==> src/rtl/serial_mem_sequencer.sv <==
// Serial memory sequencer: a 64-bit rotating loop. Each byte is read or written bit-serially
// as it passes the loop head.
module serial_mem_sequencer (
    input  logic [7:0] io_in,
    output logic [7:0] io_out
);

    typedef enum logic [1:0] {StIdle, StSeek, StXfer, StDone} state_e;

    logic       clk;
    logic       rst_n;
    logic       cmd_valid;
    logic       cmd_we;
    logic [2:0] cmd_addr;
    logic       wdata;

    assign clk       = io_in[0];
    assign rst_n     = io_in[1];
    assign cmd_valid = io_in[2];
    assign cmd_we    = io_in[3];
    assign cmd_addr  = io_in[6:4];
    assign wdata     = io_in[7];

    state_e      state_q, state_d;
    logic [63:0] mem_q;
    logic [5:0]  pos_q;
    logic [2:0]  bit_cnt_q, bit_cnt_d;
    logic [2:0]  addr_q, addr_d;
    logic        we_q, we_d;
    logic        in_bit;
    logic [5:0]  seek_target;

    // XFER must begin when pos reaches 8*addr, so SEEK exits one position earlier.
    assign seek_target = {addr_q, 3'b000} - 6'd1;

    always_comb begin
        state_d   = state_q;
        bit_cnt_d = bit_cnt_q;
        addr_d    = addr_q;
        we_d      = we_q;
        in_bit    = mem_q[0];
        case (state_q)
            StIdle: begin
                if (cmd_valid) begin
                    addr_d  = cmd_addr;
                    we_d    = cmd_we;
                    state_d = StSeek;
                end
            end
            StSeek: begin
                if (pos_q == seek_target) begin
                    bit_cnt_d = 3'd0;
                    state_d   = StXfer;
                end
            end
            StXfer: begin
                if (we_q) begin
                    in_bit = wdata;
                end
                bit_cnt_d = bit_cnt_q + 3'd1;
                if (bit_cnt_q == 3'd7) begin
                    state_d = StDone;
                end
            end
            StDone: begin
                state_d = StIdle;
            end
            default: begin
                state_d = StIdle;
            end
        endcase
    end

    always_ff @(posedge clk or negedge rst_n) begin
        if (!rst_n) begin
            state_q   <= StIdle;
            mem_q     <= 64'd0;
            pos_q     <= 6'd0;
            bit_cnt_q <= 3'd0;
            addr_q    <= 3'd0;
            we_q      <= 1'b0;
        end else begin
            state_q   <= state_d;
            mem_q     <= {in_bit, mem_q[63:1]};
            pos_q     <= pos_q + 6'd1;
            bit_cnt_q <= bit_cnt_d;
            addr_q    <= addr_d;
            we_q      <= we_d;
        end
    end

    assign io_out[0]   = (state_q == StIdle);
    assign io_out[1]   = (state_q == StDone);
    assign io_out[2]   = mem_q[0];
    assign io_out[3]   = (state_q == StXfer);
    assign io_out[6:4] = pos_q[5:3];
    assign io_out[7]   = (pos_q == 6'd0);

endmodule

==> config.mk <==
export PLATFORM = sky130hd
export DESIGN_NAME = serial_mem_sequencer
export DESIGN_NICKNAME = d
export VERILOG_FILES = /design/src/rtl/serial_mem_sequencer.sv
export SDC_FILE = /design/constraint.sdc
export NUM_CORES = 1
export LEC_CHECK = 0
export ABC_CLOCK_PERIOD_IN_PS = 3500
export CAP_MARGIN = 40
export CELL_PAD_IN_SITES_DETAIL_PLACEMENT = 1
export CELL_PAD_IN_SITES_GLOBAL_PLACEMENT = 2
export CORE_AREA = 2 2 76 78
export DETAILED_ROUTE_END_ITERATION = 7
export DIE_AREA = 0 0 78 80
export GPL_TIMING_DRIVEN = 1
export MAX_ROUTING_LAYER = met4
export PLACE_DENSITY_LB_ADDON = 0.1
export SKIP_CTS_REPAIR_TIMING = 1
export SYNTH_ARGS = -nofsm -noshare
export SYNTH_HDL_FRONTEND = slang
export SYNTH_SLANG_ARGS = --single-unit
==> constraint.sdc <==
create_clock -name io_in -period 3.5 [get_ports io_in]
set_clock_uncertainty 0.15 [all_clocks]
set_input_delay 0.35 -clock io_in [delete_from_list [all_inputs] [get_ports io_in]]
set_output_delay 0.35 -clock io_in [all_outputs]
set_load 0.02 [all_outputs]
==> impl_metrics.csv <==
group,metric,value,unit
critical_path,crit_path_end_kind,"register",
global_route,grt_overflow,0,
global_route,antenna_found_initial,0,
final_layout,num_antenna_cells,0,
critical_path,cpPeakStageDelay,0.31,ns
floorplan,die-area,6240,um2
power,p_total,2.547,mW
final_layout,fin_util,0.5600,
detailed_routing,first_pass_iters,4,
floorplan,io_pins,16,
outcome,failed_checks,"negative hold slack",
place,dp_hpwl,1918,um
synthesis,synth_area_per_cell,18.38,um2
final_layout,fillers,500,
sta,holdWs,-0.4901,ns
detailed_routing,post-route-drc-count,0,
sta,fin_tns_setup,0,ns
power,p_int,1.718,mW
sta,slew_viol_final,0,
outcome,status,"complete, but fails checks",
floorplan,die_h,80,um
power,vdd_drop_max,0.4075,mV
critical_path,path_max_fanout,2,
critical_path,startpoint,"io_in[2]",
synthesis,synth_area,2426,um2
critical_path,endpoint,"state_q[1]$_DFFE_PN0P_",
sta,rsz0062_at_grt,"false",
clock_tree,cts_tree,"done",
detailed_routing,drt_iter0_drc,47,
synthesis,ys_types,22,
final_layout,multi_input_area,392.9,um2
synthesis,synth_cells,132,
detailed_routing,wire_per_inst,15.67,um
detailed_routing,routed_wl,3856,um
synthesis,synth_area_leader_cell,"dfrtp_1",
sta,final_hold_viol_count,84,
global_route,grt_pass1_wl,6637,um
sta,tightest_slew,0.3615,ns
floorplan,coreArea,5405,um2
critical_path,start_kind,"clock port",
sta,setup_viol,0,
clock_tree,clk_pin_slew,0.08,ns
power,switching_power,0.8296,mW
place,portBuffers,8,
min_path,hold_path_class,"clk2async",
critical_path,rr_endpoint,"state_q[1]$_DFFE_PN0P_",
synthesis,yosys-top-cells-area,"dfrtp_1 81%, ha_1 4.6%, mux2_2 2.8%",
global_route,grt_max_degree,14,
place,routabilityCongestion,0.6881,
power,seqPwrFrac,0.355,
final_layout,regArea,1977,um2
detailed_routing,viasPerCell,4.634,
synthesis,ys_seq_area_frac,0.8149,
critical_path,worst_path_most_repeated_cell,"clkbuf_8",
floorplan,start_util,0.4488,
final_layout,final_cell_area,3027,um2
final_layout,layout_common_cells,"79 x dfrtp_1, 28 x clkbuf_8, 9 x ha_1, 8 x clkdlybuf4s50_1, 7 x inv_1",
power,pwr-share-clk,0.645,
power,power_frac_comb,0,
critical_path,crit_arrival,2.65,ns
power,power_density,841.6,nW/um2
synthesis,yosysTopAreaCellShare,0.8149,
critical_path,cpMaxStageDelayCell,"mux2_4",
place,placed_area,2566,um2
synthesis,synth_nets,149,
clock_tree,worstSkewPairLatency,0.34,ns
final_layout,area_growth_syn_to_layout,24.75,%
sta,relSlewSlack,0.7568,
critical_path,critical_path.cell_chain,"clkbuf_8 -> clkbuf_8 -> clkbuf_8 -> inv_1 -> a221o_1 -> mux2_4",
detailed_routing,via_count,1140,
final_layout,layout-drive-gt1-share,0.2644,
critical_path,path_class,"clk2reg",
job,cap_violations,0,
power,sw_frac_of_total,0.3257,
critical_path,rr_startpoint,"addr_q[0]$_DFFE_PN0P_",
final_layout,final_common_cell,"dfrtp_1",
synthesis,yosys_register_bits,79,
global_route,grt_use_total,0.1745,
floorplan,die_width,78,um
synthesis,ys_warn_count,0,
floorplan,rows,27,
critical_path,required,3.58,ns
critical_path,r2r_slack,0.98,ns
power,p_leak,1.587,nW
detailed_routing,ant_nets,0,
global_route,grt_pass1_vias,1561,
critical_path,reg2reg_depth,6,
final_layout,fin_nets,181,
[routing by layer]
| layer | global-route usage | vias up | wire [um] |
|---|---|---|---|
| li1 | - | 492 | - |
| met2 | 0.1595 | 43 | 1819 |
| met1 | 0.1348 | 591 | 1572 |
| met3 | 0.2115 | 14 | 313 |
| met5 | - | - | 0 |
| met4 | 0.2386 | 0 | 151 |
[cell usage after synthesis]
library cell  number
a211oi_1           1
a21boi_0           1
a21o_2             1
a21oi_1            1
a221o_1            1
a22o_1             2
and2_1             1
and2b_2            1
buf_4              4
dfrtp_1           79
ha_1               9
inv_1              7
mux2_2             6
mux2_4             1
nand2_1            4
nand3_1            2
nor2_1             2
nor4_1             1
or4_4              1
xnor2_1            4
xor2_1             2
xor3_1             1
[cell families (layout without fill, tap and decap cells)]
logic type	count (synthesis)	in the layout	share of synthesized area
flops	79	79	0.8149
simple gates	12	12	0.02682
buf+inv	11	53	0.02321
fa+ha+maj	9	9	0.04642
compound gates	7	7	0.02321
xor+xnor	7	7	0.03146
mux	7	7	0.03403
[final cells by class]
| class | count | area share |
|---|---|---|
| flip-flops and latches | 79 | 0.6532 |
| multi-input cells | 42 | 0.1298 |
| clock buffers | 28 | 0.1273 |
| well taps | 72 | 0.02976 |
| repair buffers | 8 | 0.02646 |
| clock inverters | 11 | 0.02604 |
| inverters | 6 | 0.007441 |
[stage by stage]
stage               hold slack [ns]  setup slack, ns  std cells
finish                      -0.4901           0.9278        246
global route                -0.5115           0.8971        246
CTS                         -0.5044           0.9309        246
detailed placement          -0.4456           0.9860        208
global placement            -0.4456           0.9860        208
floorplan                   -0.4456           0.9859        132
[power by group through the flow]
stage          combinational [mW]  clock, mW  sequential [mW]
2_1_floorplan         0.000000199     0.0983            0.928
3_3_place_gp          0.000000205     0.0983            0.928
3_5_place_dp          0.000000205     0.0983            0.928
4_1_cts               0.000000205       1.76            0.903
5_1_grt               0.000000205       1.88            0.903
6_report              0.000000205       1.64            0.904
[worst max-delay path, delay by kind of cell]
kind,cells,cell delay (ns)
mux,1,0.31
buf+inv,4,0.40
compound gates,1,0.19
[sequential cells by signal, indices dropped and copies added (netlist names)]
signal	cells
mem_q	64
addr_q	3
we_q	1
state_q	2
pos_q	6
bit_cnt_q	3
[how the worst min path moves through the flow]
| stage | start | endpoint | slack (ns) | cells after the start |
|---|---|---|---|---|
| 2_1_floorplan | io_in[1] | addr_q[0]$_DFFE_PN0P_ | -0.45 | 0 |
| 3_3_place_gp | io_in[1] | addr_q[0]$_DFFE_PN0P_ | -0.45 | 0 |
| 3_5_place_dp | io_in[1] | addr_q[0]$_DFFE_PN0P_ | -0.45 | 0 |
| 4_1_cts | io_in[1] | state_q[1]$_DFFE_PN0P_ | -0.50 | 2 |
| 5_1_grt | io_in[1] | mem_q[15]$_DFF_PN0_ | -0.51 | 2 |
| 6_report | io_in[1] | mem_q[15]$_DFF_PN0_ | -0.49 | 2 |
Power figures use the tool's default switching activity.
